File: config.mk
export PLATFORM = sky130hd
export DESIGN_NAME = p2s_lanes
export DESIGN_NICKNAME = d
export VERILOG_FILES = /design/src/rtl/p2s_lanes.sv
export SDC_FILE = /design/constraint.sdc
export NUM_CORES = 1
export LEC_CHECK = 0
export CAP_MARGIN = 0
export CORE_UTILIZATION = 40
export DETAILED_ROUTE_END_ITERATION = 16
export DONT_BUFFER_PORTS = 1
export GPL_TIMING_DRIVEN = 0
export PLACE_DENSITY = 0.59
export SYNTH_ARGS = -nofsm -noshare
export SYNTH_HDL_FRONTEND = slang
export SYNTH_SLANG_ARGS = --single-unit
File: constraint.sdc
create_clock -name CLK -period 4.5 [get_ports CLK]
set_input_delay 0.45 -clock CLK [delete_from_list [all_inputs] [get_ports CLK]]
set_output_delay 0.45 -clock CLK [all_outputs]
set_load 0.05 [all_outputs]
File: src/rtl/p2s_lanes.sv
// p2s_lanes: multi-lane parallel-to-serial converter with holding and shift registers (optional P2S_IDLE_PATTERN_EN)
module p2s_lanes #(
   parameter int LANES = 4,
   parameter int WIDTH = 8,
   parameter int MSB_FIRST = 1,
   parameter logic [WIDTH-1:0] IDLE_WORD = WIDTH'(8'hBC)
) (
   input  logic                   CLK,
   input  logic                   reset,
   input  logic                   ENB,
   input  logic [LANES*WIDTH-1:0] data_in,
   input  logic                   valid_in,
   output logic                   ready_in,
   output logic [LANES-1:0]       data_out,
   output logic                   valid_out,
   output logic                   sof,
   output logic                   busy
);
   localparam int CW = $clog2(WIDTH);
   localparam int LW = LANES * WIDTH;
   localparam logic [CW-1:0] LAST = CW'(WIDTH - 1);
   localparam logic [LW-1:0] IDLE_VEC = {LANES{IDLE_WORD}};
   typedef enum logic {IDLE, SHIFT} state_t;
   state_t state_q, state_d;
   logic [LW-1:0] hold_q, hold_d, shift_q, shift_d;
   logic full_q, full_d;
   logic [CW-1:0] cnt_q, cnt_d;
   logic [LANES-1:0] dout_d;
   logic vout_d, sof_d;
   logic last, xfer, accept;
`ifdef P2S_IDLE_PATTERN_EN
   logic idle_q, idle_d;
`endif
   function automatic logic [LANES-1:0] first_bits(input logic [LW-1:0] w);
      logic [LANES-1:0] b;
      for (int i = 0; i < LANES; i++)
         b[i] = (MSB_FIRST != 0) ? w[i*WIDTH + WIDTH - 1] : w[i*WIDTH];
      return b;
   endfunction
   function automatic logic [LW-1:0] advance(input logic [LW-1:0] w);
      logic [LW-1:0] r;
      for (int i = 0; i < LANES; i++)
         r[i*WIDTH +: WIDTH] = (MSB_FIRST != 0) ? {w[i*WIDTH +: WIDTH-1], 1'b0}
                                                 : {1'b0, w[i*WIDTH+1 +: WIDTH-1]};
      return r;
   endfunction
   assign last = cnt_q == LAST;
`ifdef P2S_IDLE_PATTERN_EN
   assign xfer = ENB & full_q & ((state_q == IDLE) ? (!idle_q | last) : last);
`else
   assign xfer = ENB & full_q & ((state_q == IDLE) | last);
`endif
   assign ready_in = ENB & !reset & (!full_q | xfer);
   assign accept = ready_in & valid_in;
   assign busy = full_q | (state_q == SHIFT);
   // next-state: transfer, bit stepping, end of word, holding register fill/drain; everything holds while ENB is low
   always_comb begin
      state_d = state_q;
      cnt_d = cnt_q;
      shift_d = shift_q;
      hold_d = hold_q;
      full_d = full_q;
      dout_d = data_out;
      vout_d = valid_out;
      sof_d = sof;
`ifdef P2S_IDLE_PATTERN_EN
      idle_d = idle_q;
`endif
      if (ENB) begin
         sof_d = 1'b0;
         if (xfer) begin
            state_d = SHIFT;
            cnt_d = '0;
            shift_d = advance(hold_q);
            dout_d = first_bits(hold_q);
            vout_d = 1'b1;
            sof_d = 1'b1;
`ifdef P2S_IDLE_PATTERN_EN
            idle_d = 1'b0;
`endif
         end else if (state_q == SHIFT && !last) begin
            cnt_d = cnt_q + CW'(1);
            shift_d = advance(shift_q);
            dout_d = first_bits(shift_q);
         end else if (state_q == SHIFT) begin
            state_d = IDLE;
            vout_d = 1'b0;
`ifdef P2S_IDLE_PATTERN_EN
            cnt_d = '0;
            shift_d = advance(IDLE_VEC);
            dout_d = first_bits(IDLE_VEC);
            idle_d = 1'b1;
`else
            shift_d = IDLE_VEC;
            dout_d = '0;
`endif
         end
`ifdef P2S_IDLE_PATTERN_EN
         else if (!idle_q || last) begin
            cnt_d = '0;
            shift_d = advance(IDLE_VEC);
            dout_d = first_bits(IDLE_VEC);
            idle_d = 1'b1;
         end else begin
            cnt_d = cnt_q + CW'(1);
            shift_d = advance(shift_q);
            dout_d = first_bits(shift_q);
         end
`endif
         if (accept) begin
            hold_d = data_in;
            full_d = 1'b1;
         end else if (xfer) begin
            full_d = 1'b0;
         end
      end
   end
   // state register with synchronous reset clearing every register and output
   always_ff @(posedge CLK) begin
      if (reset) begin
         state_q <= IDLE;
         cnt_q <= '0;
         shift_q <= '0;
         hold_q <= '0;
         full_q <= 1'b0;
         data_out <= '0;
         valid_out <= 1'b0;
         sof <= 1'b0;
`ifdef P2S_IDLE_PATTERN_EN
         idle_q <= 1'b0;
`endif
      end else begin
         state_q <= state_d;
         cnt_q <= cnt_d;
         shift_q <= shift_d;
         hold_q <= hold_d;
         full_q <= full_d;
         data_out <= dout_d;
         valid_out <= vout_d;
         sof <= sof_d;
`ifdef P2S_IDLE_PATTERN_EN
         idle_q <= idle_d;
`endif
      end
   end
endmodule

==> run metrics <==
status=complete, no violations; die height=89.8 um; Power Density=375 nW/um2; Clock Skew=0.00930 ns; first drt pass iteration count=4; Layout Nets=365; largest net degree at the start of global routing=13; Hold Slack=0.237 ns; ANT cells=0; ANT nets after route=0; cts bufs inserted=9; Leakage=1.55 nW; Synth Net Count=354; Max stage delay cell, worst path=a21oi_1; DR WL/cell=about 17 um; critical path type=reg -> out; Worst slew margin=between 20 and 30%; flip-flop and latch area=1420 um2; remaining global-route overflow=0; Max Slew Vio Count=0; Clock Pin Slew Worst Setup and Hold Paths=about 0.080 ns; setup TNS=0 ns; GP Congestion=0.779; fillers=~720; # hold bufs at CTS=0; Fin. Hold Viols=0; vias per inst=5.54; Overall Global Routing Usage=19.3%; first-pass GRT wire length=12,000 um; final setup fails=0; Placed Cells=415; fin crit share=65.0%; Top Ports=44; RSZ-0062 raised after global routing=false; Syn Area/Cell=9.75 um2; DRC viols=0; Post-Synth Simple-Gate Area=18.1%; share of cells above drive strength 1=roughly an eighth; CTS tree=done; H-tree depth=3; number of global-route vias before repair=2,254; nature of the critical path endpoint=output port; TritonCTS Sinks=71; clock buffer depth=2; largest vdd supply drop=around 0.14 mV; XOR/XNOR share of the synthesized area=0%; Port Buffers=0; min Tclk post-route=2.93 ns; multiplexer share of the synthesized area=6.82%; Multi-input gate area=1470 um2; post_cts resized=0; row cnt=31; initial antenna violation count=0; Synth Instances=316; Crit path arrival time=2.48 ns; Unique masters post-synth=38; HPWL Detailed=5130 um; largest family of logic cells by synthesized area=compound AO/OA/AOI/OAI gates; Critical Path Fanout Max=10; die width=around 90 um; synthesized cell area=3080 um2; core area=7330 um2; Initial Utilization=42.0%; actual slew at the worst max-slew pin=~1.1 ns; Post-synth ARST share=0%; Seq/Total Area, Yosys=46.1%; Worst path max stage delay=0.88 ns; pre-CTS WS=1.95 ns; die area=between 8000 and 9000 um2; ys flop type=dfxtp_1; Layout area overhead=10.4%; 1st-iter DRT viols=137; latest clock arrival within the worst-skew pair=0.35 ns; WL final=7400 um; Max-Cap Viols=0; final core utilization=46.4%; Via Count=2,387; fmax=342 MHz; setup bufs post-CTS=0; Data required, critical path=around 4.1 ns; CP dominant cell by count=ha_1; CP cell instances=ha_1, ha_1, and2b_1, buf_2, a21oi_1; Final WS setup=around 1.6 ns; area share of fa/ha/maj cells after synthesis=0.812%; Post-synth EDFFs=0; Finished Layout Cells=431; total of warnings raised by yosys=0; Worst Hold Class=in -> reg; critical path launch point type=register; CTS root buffer=clkbuf_8; Yosys reg bits=71; Synth Area in Compound Gates=22.1%
==> path summary, 6_finish.rpt <==
path	startpoint	to	slack [ns]	depth (start not counted)
setup / recovery	cnt_q[0]$_SDFFE_PP0P_	ready_in	1.57	5
hold / removal	data_in[29]	hold_q[29]$_SDFFE_PP0P_	0.24	2
hold reg to reg	cnt_q[1]$_SDFFE_PP0P_	cnt_q[1]$_SDFFE_PP0P_	0.46	2
setup reg to reg	cnt_q[0]$_SDFFE_PP0P_	shift_q[13]$_SDFFE_PP0P_	2.66	7
==> report_power, final <==
part	switching (mW)	total (mW)	internal (mW)
clock network	0.242	0.510	0.268
logic	0.0571	0.0963	0.0392
registers	0.0160	0.669	0.653
==> state kept, by name, summed over array words and instances (netlist names) <==
register	cells
hold_q	32
shift_q	28
data_out	4
cnt_q	3
full_q	1
sof	1
state_q	1
valid_out	1
==> final cells by class <==
class | instances | share of cell area [%]
clock inverters | 6 | 1.77
flip-flops and latches | 71 | 41.8
multi-input cells | 212 | 43.3
clock buffers | 10 | 4.05
well taps | 99 | 3.64
inverters | 3 | 0.331
plain buffers | 30 | 5.15
==> cells by family (layout without fill, tap and decap cells) <==
group	after synthesis	in the layout
compound gates	100	100
fa+ha+maj	2	2
buf+inv	33	49
flops	71	71
mux	21	21
simple gates	89	89
==> cells in the final DEF (no fill, tap or decap), types with 6 or more instances in the layout <==
cell type / synthesis / layout
a31o_1: 31 / 31
clkbuf_1: 12 / 12
dfxtp_1: 71 / 71
clkbuf_8: 0 / 10
mux2i_1: 21 / 21
o21ai_1: 8 / 8
buf_2: 13 / 13
a21oi_1: 25 / 25
and3_1: 31 / 31
o21ai_0: 21 / 21
nand2_1: 10 / 10
nand2b_1: 22 / 22
nor2_1: 6 / 6
==> critical path: cells and delay by family, from the launching register on <==
family,cells,cell delay (ns)
buffers and inverters,1,0.19
adder cells (fa/ha/maj),2,0.47
flip-flops,1,0.36
AND/OR/NAND/NOR,1,0.23
AO/OA/AOI/OAI,1,0.88
==> cell usage after synthesis (2+ instances only) <==
| cell | instances | area share (%) |
|---|---|---|
| buf_6 | 2 | 0.73 |
| a221o_1 | 4 | 1.3 |
| nor2_1 | 6 | 0.73 |
| dfxtp_1 | 71 | 46 |
| a21oi_1 | 25 | 4.1 |
| ha_1 | 2 | 0.81 |
| nand2_1 | 10 | 1.2 |
| o21a_1 | 2 | 0.49 |
| nand3b_1 | 4 | 0.97 |
| o21ai_0 | 21 | 3.4 |
| and3_1 | 31 | 6.3 |
| inv_1 | 2 | 0.24 |
| nand4_1 | 2 | 0.41 |
| a32oi_1 | 4 | 1.1 |
| clkbuf_1 | 12 | 1.5 |
| mux2i_1 | 21 | 6.8 |
| and4_1 | 3 | 0.85 |
| o21ai_1 | 8 | 1.3 |
| nand2b_1 | 22 | 4.5 |
| buf_2 | 13 | 2.1 |
| a31o_1 | 31 | 8.8 |
| a32o_1 | 4 | 1.3 |
==> stage by stage <==
step / cell area (um2) / total power [mW]
after floorplan: 3080 / 0.755
after global placement: 3200 / 0.779
after detailed placement: 3200 / 0.780
after CTS: 3400 / 1.29
after global routing: 3400 / 1.33
final: 3400 / 1.28
==> routing by layer <==
metal | up-vias | global-route usage [%] | wire [um]
met1 | 1145 | 26.3 | 3600
li1 | 1181 | - | -
met3 | 15 | 4.99 | 261
met5 | - | 0 | 0
met4 | 0 | 7.51 | 163
met2 | 46 | 29.0 | 3370
Note: power is estimated with default switching activity, not from simulation.
==> patch, RTL diff (same settings) <==
Set the parameter `MSB_FIRST` to 0 (it was 1).
--- a/src/rtl/p2s_lanes.sv
+++ b/src/rtl/p2s_lanes.sv
@@ -2,7 +2,7 @@
 module p2s_lanes #(
    parameter int LANES = 4,
    parameter int WIDTH = 8,
-   parameter int MSB_FIRST = 1,
+   parameter int MSB_FIRST = 0,
    parameter logic [WIDTH-1:0] IDLE_WORD = WIDTH'(8'hBC)
 ) (
    input  logic                   CLK,
Function: changed (a bounded check fails within 4 cycles, from zero or initial values and one cycle with reset high).
==> patch against the unedited design <==
- setup slack better by 0.30 ns
- wire length is 2.9% higher
- total power fell by 1.6%
- clock power down 10%
- cell area increased by 2.2%
- sequential cell count is 1 higher
- area after synthesis rose by 3.0%
==> patch: results (changes against the unedited design) <==
| Metric | Value |
|---|---|
| Number of port buffers | `0 (unchanged)` |
| Clock Latency Late Sink | `0.34 ns` |
| Final routed wirelength across all metal layers | `7620 um (was 7400 um)` |
| Post-route clock skew | `0.00739 ns (was 0.00930 ns)` |
| Final HPWL DP | `5260 um (was 5130 um)` |
| Via count of the routed design | `2462 (was 2387)` |
| Antenna violations before repair | `0 (unchanged)` |
| Number of distinct library cells after synthesis | `36 (was 38)` |
| Number of DRC markers after the initial detailed-route iteration | `106 (was 137)` |
| Count of TritonRoute iterations in the first routing pass | `5 (was 4)` |
| Data arrival time of the critical path | `2.17 ns (was 2.48 ns)` |
| Number of inserted filler cells in the final layout | `786 (was 717)` |
| First-pass GRT wire length | `12400 um (was 12000 um)` |
| Pin count of the biggest net entering global routing | `12 (was 13)` |
| Tot GR Track Use | `0.193 (about the same)` |
| Placer's final routability congestion estimate | `0.775 (was 0.779)` |
| Syn Nets | `368 (was 354)` |
| Vias in the first global route | `2521 (was 2254)` |
| Status | `finished, final reports clean (unchanged)` |
| Setup TNS | `0 ns (unchanged)` |
| Final net count | `379 (was 365)` |
| Global routing usage on met1 | `0.244 (was 0.263)` |
| Largest cells by area after synthesis | `sky130_fd_sc_hd__dfxtp_1 (45%), sky130_fd_sc_hd__a31o_1 (8.3%), sky130_fd_sc_hd__and3_1 (6.5%), sky130_fd_sc_hd__o21ai_0 (5.7%), sky130_fd_sc_hd__mux2i_1 (5.0%) (was sky130_fd_sc_hd__dfxtp_1 (46%), sky130_fd_sc_hd__a31o_1 (8.8%), sky130_fd_sc_hd__mux2i_1 (6.8%), sky130_fd_sc_hd__and3_1 (6.3%), sky130_fd_sc_hd__nand2b_1 (4.5%))` |
| Met3 Track Usage GR | `0.0369 (was 0.0499)` |
| Worst-case vdd ir drop | `0.186 mV (was 0.141 mV)` |
| Biggest registers after layout | `hold_q x32, shift_q x29, data_out x4 (was hold_q x32, shift_q x28, data_out x4)` |
| Post-synthesis async set-or-reset flop share | `0 (unchanged)` |
| Commonest cells in the netlist | `sky130_fd_sc_hd__dfxtp_1 (72), sky130_fd_sc_hd__o21ai_0 (36), sky130_fd_sc_hd__and3_1 (33) (was sky130_fd_sc_hd__dfxtp_1 (71), sky130_fd_sc_hd__a31o_1 (31), sky130_fd_sc_hd__and3_1 (31))` |
| Part of the Yosys area used for sequential elements | `0.454 (was 0.461)` |
| Worst rel slew slack | `0.609 (was 0.276)` |
| Static Leak | `1.58 nW (was 1.55 nW)` |
| Share of post-route cells with drive strength above 1 | `0.147 (was 0.123)` |
| Worst hold start | `reset (was data_in[29])` |
| R2R setup slack | `2.64 ns (was 2.66 ns)` |
| Routing usage on met2 | `0.320 (was 0.290)` |
-- patch: layout make-up --
| class | instances | area, um2 | area share |
|---|---|---|---|
| clock buffers | 14 | 163 | 0.0468 |
| multi-input cells | 219 | 1530 | 0.439 |
| inverters | 3 | 11.3 | 0.00324 |
| plain buffers | 36 | 195 | 0.0561 |
| clock inverters | 2 | 13.8 | 0.00396 |
| well taps | 102 | 128 | 0.0367 |
| flip-flops and latches | 72 | 1440 | 0.415 |
-- patch: report_power, final --
group	switching, mW	total, mW	internal (mW)
registers	0.0238	0.690	0.666
clock network	0.227	0.458	0.231
logic	0.0632	0.107	0.0436
total	0.314	1.25	0.941
-- patch: cell families after synthesis --
logic type               Yosys count  share of synthesized area
buffers and inverters             39                     0.0651
flip-flops                        72                      0.454
AND/OR/NAND/NOR                   83                      0.157
adder cells (fa/ha/maj)            2                    0.00789
multiplexers                      16                     0.0505
AO/OA/AOI/OAI                    118                      0.265
-- patch: path summary, 6_finish.rpt --
kind,end,cells after the start
setup / recovery,ready_in,6
hold / removal,full_q,2
setup reg to reg,hold_q[17],7
hold reg to reg,hold_q[29],1
-- patch: through the flow --
step	cells	cell area, um2	worst slack [ns]	hold slack [ns]
after global placement	432	3300	2.28	0.452
after floorplan	330	3170	2.49	0.440
after CTS	448	3480	1.87	0.335
final	448	3480	1.88	0.345
after detailed placement	432	3300	2.24	0.456
after global routing	448	3480	1.77	0.345
-- patch: worst max-delay path, cell delays in order, from the launching register on --
cell and delay [ns]:
sky130_fd_sc_hd__dfxtp_1 0.35, sky130_fd_sc_hd__ha_1 0.15, sky130_fd_sc_hd__ha_1 0.14, sky130_fd_sc_hd__buf_4 0.17, sky130_fd_sc_hd__nand3b_4 0.21, sky130_fd_sc_hd__clkbuf_1 0.29
sky130_fd_sc_hd__and3_1 0.52
-- patch: per-layer routing --
layer | vias to the layer above | share of wire
met5 | - | 0
met4 | 0 | 0.014
met3 | 11 | 0.039
met2 | 49 | 0.47
met1 | 1170 | 0.48
li1 | 1232 | -
